`config.mk`:
```
export PLATFORM = sky130hd
export DESIGN_NAME = window_motion_ctrl
export DESIGN_NICKNAME = d
export VERILOG_FILES = /design/src/rtl/anti_pinch_pkg.sv /design/src/rtl/key_debounce.sv /design/src/rtl/window_motion_ctrl.sv
export SDC_FILE = /design/constraint.sdc
export NUM_CORES = 1
export LEC_CHECK = 0
export ABC_AREA = 1
export BUFFER_PORTS_ARGS = -buffer_cell sky130_fd_sc_hd__buf_2
export CAP_MARGIN = 20
export CORE_UTILIZATION = 60
export CTS_BUF_LIST = sky130_fd_sc_hd__clkbuf_4 sky130_fd_sc_hd__clkbuf_8 sky130_fd_sc_hd__clkbuf_16
export CTS_CLUSTER_DIAMETER = 40
export DETAILED_ROUTE_END_ITERATION = 8
export PLACE_DENSITY = 0.78
export SLEW_MARGIN = 20
export SYNTH_ARGS = -nofsm -noshare
export SYNTH_HDL_FRONTEND = slang
export SYNTH_SLANG_ARGS = --single-unit
```
`constraint.sdc`:
```
create_clock -name SYSCLK -period 5.59 [get_ports SYSCLK]
set_input_delay 1.118 -clock SYSCLK [delete_from_list [all_inputs] [get_ports SYSCLK]]
set_output_delay 1.118 -clock SYSCLK [all_outputs]
set_load 0.05 [all_outputs]
```
`src/rtl/anti_pinch_pkg.sv`:
```
// Shared encodings and default 100 MHz timing for the anti-pinch window controller.
package anti_pinch_pkg;

   typedef enum logic [2:0] {
      IDLE     = 3'd0,
      CLOSING  = 3'd1,
      OPENING  = 3'd2,
      STOPPING = 3'd3,
      REVERSE  = 3'd4
   } state_t;

   localparam logic DIR_CLOSE = 1'b1;
   localparam logic DIR_OPEN  = 1'b0;

   localparam int unsigned CLK_HZ          = 100_000_000;
   localparam int unsigned DEF_DEB_CYCLES  = CLK_HZ / 100;   // 10 ms
   localparam int unsigned DEF_RAMP_CYCLES = CLK_HZ / 1000;  // 1 ms per duty step
   localparam int unsigned DEF_DEAD_CYCLES = CLK_HZ / 2000;  // 500 us
   localparam int unsigned DEF_REV_CYCLES  = CLK_HZ / 2;     // 0.5 s

   // Bits needed for a down-counter that is loaded with n-1.
   function automatic int unsigned cnt_width(input int unsigned n);
      return (n < 2) ? 1 : $clog2(n);
   endfunction

   function automatic int unsigned max3(input int unsigned a, input int unsigned b,
                                        input int unsigned c);
      int unsigned m;
      m = (a > b) ? a : b;
      return (m > c) ? m : c;
   endfunction

endpackage

```
`src/rtl/key_debounce.sv`:
```
// Key input conditioning: 2-FF synchroniser, down-counting debounce filter and
// a one-cycle pulse on every accepted rising edge of the debounced level.
module key_debounce
   import anti_pinch_pkg::*;
#(
   parameter int unsigned DEB_CYCLES = DEF_DEB_CYCLES
) (
   input  logic SYSCLK,
   input  logic RST,
   input  logic key_raw,
   output logic key_press
);

   localparam int unsigned CNT_W = cnt_width(DEB_CYCLES);
   localparam logic [CNT_W-1:0] DEB_LOAD = CNT_W'(DEB_CYCLES - 1);

   logic [1:0]       sync_q;
   logic             level_q;
   logic [CNT_W-1:0] cnt_q;
   logic             sample;

   assign sample = sync_q[1];

   always_ff @(posedge SYSCLK or posedge RST) begin
      if (RST) begin
         sync_q    <= '0;
         level_q   <= 1'b0;
         cnt_q     <= '0;
         key_press <= 1'b0;
      end else begin
         sync_q    <= {sync_q[0], key_raw};
         key_press <= 1'b0;
         // any sample that agrees with the accepted level restarts the window
         if (sample == level_q) begin
            cnt_q <= DEB_LOAD;
         end else if (cnt_q == '0) begin
            level_q   <= sample;
            key_press <= sample;
            cnt_q     <= DEB_LOAD;
         end else begin
            cnt_q <= cnt_q - CNT_W'(1);
         end
      end
   end

endmodule

```
`src/rtl/window_motion_ctrl.sv`:
```
// Anti-pinch window motor sequencer: keys to direction/enable/ramped duty,
// with automatic reverse-open when a pinch is detected while closing.
//
//   state    | meaning
//   ---------+---------------------------------------------------------
//   IDLE     | motor off, waiting for a key press
//   CLOSING  | driving up, duty ramping
//   OPENING  | driving down, duty ramping
//   STOPPING | dead time with bridge disabled before restart/reverse
//   REVERSE  | full-duty open after a pinch, bounded by time or LIM_BOT
module window_motion_ctrl
   import anti_pinch_pkg::*;
#(
   parameter int unsigned DEB_CYCLES  = DEF_DEB_CYCLES,
   parameter int unsigned DUTY_W      = 8,
   parameter int unsigned RAMP_CYCLES = DEF_RAMP_CYCLES,
   parameter int unsigned DEAD_CYCLES = DEF_DEAD_CYCLES,
   parameter int unsigned REV_CYCLES  = DEF_REV_CYCLES
) (
   input  logic              SYSCLK,
   input  logic              RST,
   input  logic              KEY_UP,
   input  logic              KEY_DN,
   input  logic              PINCH,
   input  logic              LIM_TOP,
   input  logic              LIM_BOT,
   output logic [DUTY_W-1:0] DUTY,
   output logic              DIR,
   output logic              MOTOR_EN,
   output logic [2:0]        STATE,
   output logic              PINCH_EVT
);

   // One timer serves ramp steps, dead time and reverse time; only one is live per state.
   localparam int unsigned TMR_W = cnt_width(max3(RAMP_CYCLES, DEAD_CYCLES, REV_CYCLES));
   localparam logic [TMR_W-1:0]  RAMP_LOAD = TMR_W'(RAMP_CYCLES - 1);
   localparam logic [TMR_W-1:0]  DEAD_LOAD = TMR_W'(DEAD_CYCLES - 1);
   localparam logic [TMR_W-1:0]  REV_LOAD  = TMR_W'(REV_CYCLES - 1);
   localparam logic [DUTY_W-1:0] DUTY_FULL = '1;

   state_t             state_q, state_d;
   logic [TMR_W-1:0]   tmr_q, tmr_d;
   logic [DUTY_W-1:0]  duty_q, duty_d;
   logic               dir_q, dir_d;
   logic               rev_q, rev_d;
   logic               up_press, dn_press;
   logic               up_evt, dn_evt;
   logic               tmr_done;
   logic               ramp;

   key_debounce #(.DEB_CYCLES(DEB_CYCLES)) u_deb_up (
      .SYSCLK    (SYSCLK),
      .RST       (RST),
      .key_raw   (KEY_UP),
      .key_press (up_press)
   );

   key_debounce #(.DEB_CYCLES(DEB_CYCLES)) u_deb_dn (
      .SYSCLK    (SYSCLK),
      .RST       (RST),
      .key_raw   (KEY_DN),
      .key_press (dn_press)
   );

   // simultaneous presses are ambiguous and cancel each other
   assign up_evt   = up_press & ~dn_press;
   assign dn_evt   = dn_press & ~up_press;
   assign tmr_done = (tmr_q == '0);

   always_ff @(posedge SYSCLK or posedge RST) begin
      if (RST) begin
         state_q <= IDLE;
         tmr_q   <= '0;
         duty_q  <= '0;
         dir_q   <= DIR_OPEN;
         rev_q   <= 1'b0;
      end else begin
         state_q <= state_d;
         tmr_q   <= tmr_d;
         duty_q  <= duty_d;
         dir_q   <= dir_d;
         rev_q   <= rev_d;
      end
   end

   always_comb begin
      state_d   = state_q;
      tmr_d     = tmr_q;
      duty_d    = duty_q;
      dir_d     = dir_q;
      rev_d     = rev_q;
      ramp      = 1'b0;
      PINCH_EVT = 1'b0;
      unique case (state_q)
         IDLE: begin
            if (up_evt && !LIM_TOP) begin
               state_d = CLOSING;
               dir_d   = DIR_CLOSE;
               duty_d  = '0;
               tmr_d   = RAMP_LOAD;
            end else if (dn_evt && !LIM_BOT) begin
               state_d = OPENING;
               dir_d   = DIR_OPEN;
               duty_d  = '0;
               tmr_d   = RAMP_LOAD;
            end
         end
         CLOSING: begin
            if (PINCH) begin
               PINCH_EVT = 1'b1;
               rev_d     = 1'b1;
               state_d   = STOPPING;
               tmr_d     = DEAD_LOAD;
            end else if (up_evt || dn_evt || LIM_TOP) begin
               state_d = STOPPING;
               tmr_d   = DEAD_LOAD;
            end else begin
               ramp = 1'b1;
            end
         end
         OPENING: begin
            if (up_evt || dn_evt || LIM_BOT) begin
               state_d = STOPPING;
               tmr_d   = DEAD_LOAD;
            end else begin
               ramp = 1'b1;
            end
         end
         STOPPING: begin
            if (!tmr_done) begin
               tmr_d = tmr_q - TMR_W'(1);
            end else if (rev_q) begin
               state_d = REVERSE;
               dir_d   = DIR_OPEN;
               tmr_d   = REV_LOAD;
            end else begin
               state_d = IDLE;
            end
         end
         REVERSE: begin
            if (LIM_BOT || tmr_done) begin
               state_d = STOPPING;
               rev_d   = 1'b0;
               tmr_d   = DEAD_LOAD;
            end else begin
               tmr_d = tmr_q - TMR_W'(1);
            end
         end
         default: state_d = IDLE;
      endcase

      if (ramp) begin
         if (tmr_done) begin
            tmr_d = RAMP_LOAD;
            if (duty_q != DUTY_FULL) duty_d = duty_q + DUTY_W'(1);
         end else begin
            tmr_d = tmr_q - TMR_W'(1);
         end
      end
   end

   // Outputs decode straight from the state register so reset stops the bridge at once.
   assign MOTOR_EN = (state_q == CLOSING) || (state_q == OPENING) || (state_q == REVERSE);
   assign DUTY     = (state_q == REVERSE) ? DUTY_FULL :
                     ((state_q == CLOSING) || (state_q == OPENING)) ? duty_q : '0;
   assign DIR      = dir_q;
   assign STATE    = state_q;

endmodule

```
==> flow_metrics.py <==
metrics = {
    "sta": {
        "fin_crit_ns": 3.014,
        "post-route-period-util_pct": 53.92,
        "timing.fmax_mhz": 331.8,
        "max_slew_margin_pct": 45.54,
        "slew_violations": 0,
        "rsz0062_at_grt": "false",
        "setup_violations": 0,
        "finClkSkew_ns": 0.01223,
        "fin_setup_tns_ns": 0,
        "finalHoldViolCount": 0,
        "tightest_slew_ns": 0.8140,
    },
    "logic_synthesis": {
        "async_flop_share_pct": 100.0,
        "synthCells": 713,
        "seq_area_frac_synth_pct": 40.60,
        "synthDistinctLibCells": 45,
        "syn_area_per_cell_um2": 7.521,
        "synth_commonest_cells": "nand2_1 (160), nor2_1 (122), dfrtp_1 (87)",
        "synth_top_area_share_pct": 40.60,
        "synth_edf_count": 0,
        "synth_area_leaders": "dfrtp_1 (41%), nand2_1 (11%), nor2_1 (8.5%)",
        "yosysWarnings": 0,
        "synth.most_common_cell": "nand2_1",
        "syn_nets": 728,
        "ys_seq_elements": 87,
        "yosysTopAreaCell": "dfrtp_1",
        "syn_area_mm2": 0.005363,
        "synth_ff_type": "dfrtp_1",
    },
    "floorplanning": {
        "die_area_mm2": 0.009320,
        "num_rows": 34,
        "initial_core_util_pct": 61.79,
        "dieWidth_um": 96.54,
        "io_pins": 21,
        "core_mm2": 0.008678,
        "die_y_um": 96.54,
    },
    "placed_design": {
        "port_buffers": 20,
        "post-dp-hpwl_mm": 8.447,
        "placed_area_mm2": 0.005545,
        "gp_congestion": 0.9433,
    },
    "grt": {
        "grt_pass1_vias": 4396,
        "grt_antenna_before_repair": 0,
        "grtUsageTotal_pct": 26.69,
        "grt_busiest_layer": "met2",
        "met3_usage_pct": 5.164,
        "overflow": 0,
        "use_met1_pct": 33.94,
        "grt_first_pass_wirelength_mm": 19.11,
        "grt_max_degree": 60,
        "use_met2_pct": 44.89,
    },
    "setup_path": {
        "reg2reg_slack_ns": 3.00,
        "startpoint_type": "flop",
        "rr_worst_depth": 12,
        "crit_type": "flop to primary output",
        "end_kind": "primary output",
        "arrival_ns": 1.90,
        "r2r-end": "tmr_q[23]",
        "r2r_start": "u_deb_dn.key_press",
        "worst-path-max-fanout": 9,
        "worstPathRequired_ns": 4.47,
    },
    "clock_network": {
        "postCtsResizedCells": 0,
        "post_cts_buffers": 0,
        "cts.clk_slew.worst_paths_ns": 0.09,
        "cts_tree": "done",
        "numCtsBuffers": 9,
        "root_buffer": "clkbuf_8",
        "clock-sinks": 87,
        "cts_buffer_depth": 2,
        "htree_levels": 3,
        "cts_hold_buf": 0,
        "insertion_delay_ns": 0.37,
    },
    "pwr": {
        "power_density_mw_per_mm2": 200.0,
        "power.leakage_nw": 2.803,
        "clkPwrFrac_pct": 41.2,
        "swShare_pct": 23.75,
        "comb_power_share_pct": 3.3,
        "seqPwrFrac_pct": 55.5,
        "vdd_drop_max_mv": 0.1490,
        "power.internal_uw": 878.6,
        "switchingPower_uw": 273.7,
    },
    "route": {
        "drtIter0Drc": 300,
        "drc": 0,
        "drt-pass1-iter-count": 5,
        "ant_nets": 0,
        "wire_per_inst_um": 13.69,
        "post_drt_via_cell_ratio": 5.489,
        "wl_mm": 11.62,
        "dr_total_vias": 4660,
    },
    "run": {
        "maxCapViolations": 0,
    },
    "cells_and_area": {
        "fill_cells": 733,
        "ff_latch_area_mm2": 0.002177,
        "drive_above_1_share_pct": 11.74,
        "syn_to_final_growth_pct": 7.443,
        "nets": 751,
        "multi_input_area_mm2": 0.002806,
        "antenna_cells": 0,
        "fin_area_mm2": 0.005762,
    },
    "worst_hold_path": {
        "hold_depth": 0,
        "min_from": "u_deb_up.sync_q[0]",
        "hp-class": "flop to flop",
        "whs_endpoint": "u_deb_up.sync_q[1]",
    },
    "run_status": {
        "status": "complete, no violations",
    },
}
==> through the flow <==
stage          instances  power (mW)  utilization (%)  setup slack, ns  hold slack [ns]
3_3_place_gp         833      0.6894            63.90            2.534           0.3370
6_report             849       1.152            66.39            2.576           0.3559
4_1_cts              849       1.160            66.38            2.590           0.3560
5_1_grt              849       1.190            66.39            2.392           0.3614
2_1_floorplan        713      0.6787                -            2.222           0.3312
3_5_place_dp         833      0.6915            63.90            2.451           0.3370
==> area by class of cell <==
class	count	area share [%]
clock buffers	11	2.628
well taps	108	2.345
inverters	84	5.559
flip-flops and latches	87	37.79
repair buffers	21	1.868
multi-input cells	533	48.71
clock inverters	5	1.107
==> cell usage in the layout, fill, tap and decap left out, types with 2 or more instances in the layout <==
| master | synthesis | routed |
|---|---|---|
| a21oi_1 | 21 | 21 |
| nor2_1 | 122 | 122 |
| or2_2 | 5 | 5 |
| o21ai_0 | 18 | 18 |
| nor4_1 | 8 | 8 |
| nor3_1 | 16 | 16 |
| inv_4 | 1 | 2 |
| nor2_2 | 5 | 5 |
| o22ai_1 | 3 | 3 |
| o211ai_1 | 2 | 2 |
| nand2_4 | 4 | 4 |
| o21ai_1 | 8 | 8 |
| dfrtp_1 | 87 | 87 |
| nand4_1 | 16 | 16 |
| nor2_4 | 7 | 7 |
| xnor2_1 | 14 | 14 |
| nand2_2 | 11 | 11 |
| nand3_1 | 48 | 48 |
| nand3b_1 | 5 | 5 |
| o22ai_2 | 2 | 2 |
| inv_1 | 76 | 75 |
| xor2_1 | 33 | 33 |
| clkbuf_8 | 0 | 11 |
| buf_2 | 4 | 20 |
| nand2_1 | 160 | 160 |
| clkinv_4 | 0 | 2 |
| or2_1 | 3 | 3 |
| inv_2 | 6 | 6 |
| ha_1 | 8 | 8 |
==> worst max path at each step <==
stage | slack, ns | start | end
floorplan | 2.22 | RST | DIR
global placement | 2.53 | LIM_BOT | tmr_q[13]
detailed placement | 2.45 | LIM_BOT | tmr_q[23]
CTS | 2.59 | STATE[0] | DUTY[7]
global route | 2.39 | STATE[2] | DUTY[7]
finish | 2.58 | STATE[0] | DUTY[5]
==> state kept, by name, indices dropped and copies added (netlist names) <==
name / flops
tmr_q: 26
u_deb_dn.cnt_q: 20
u_deb_up.cnt_q: 20
duty_q: 8
STATE: 3
u_deb_dn.sync_q: 2
u_deb_up.sync_q: 2
DIR: 1
rev_q: 1
u_deb_dn.key_press: 1
u_deb_dn.level_q: 1
u_deb_up.key_press: 1
u_deb_up.level_q: 1
==> metal layers <==
layer	wire [um]	vias up	share of wire, %
li1	-	2313	-
met1	5145	2170	44
met2	5609	158	48
met3	665	19	5.7
met4	199	0	1.7
met5	0	-	0
==> power groups by stage <==
| stage | registers, mW | logic [mW] | clock network [mW] |
|---|---|---|---|
| finish | 0.640 | 0.0376 | 0.475 |
| global route | 0.641 | 0.0448 | 0.505 |
| CTS | 0.640 | 0.0389 | 0.481 |
| detailed placement | 0.652 | 0.0390 | 0 |
| global placement | 0.652 | 0.0371 | 0 |
| floorplan | 0.653 | 0.0259 | 0 |
==> kinds of logic after synthesis <==
family                   count (synthesis)  share of synthesized area (%)
adder cells (fa/ha/maj)                  8                          1.867
AND/OR/NAND/NOR                        417                          36.28
flip-flops                              87                          40.60
AO/OA/AOI/OAI                           61                          6.510
XOR/XNOR                                47                          7.676
buffers and inverters                   93                          7.069
==> worst max-delay path, cell delays in order, from the launching register on <==
cell,delay [ns]
dfrtp_1,0.45
nand3b_1,0.20
nand2_1,0.17
inv_1,0.19
o21ai_0,0.22
buf_2,0.29
Power figures use the tool's default switching activity.
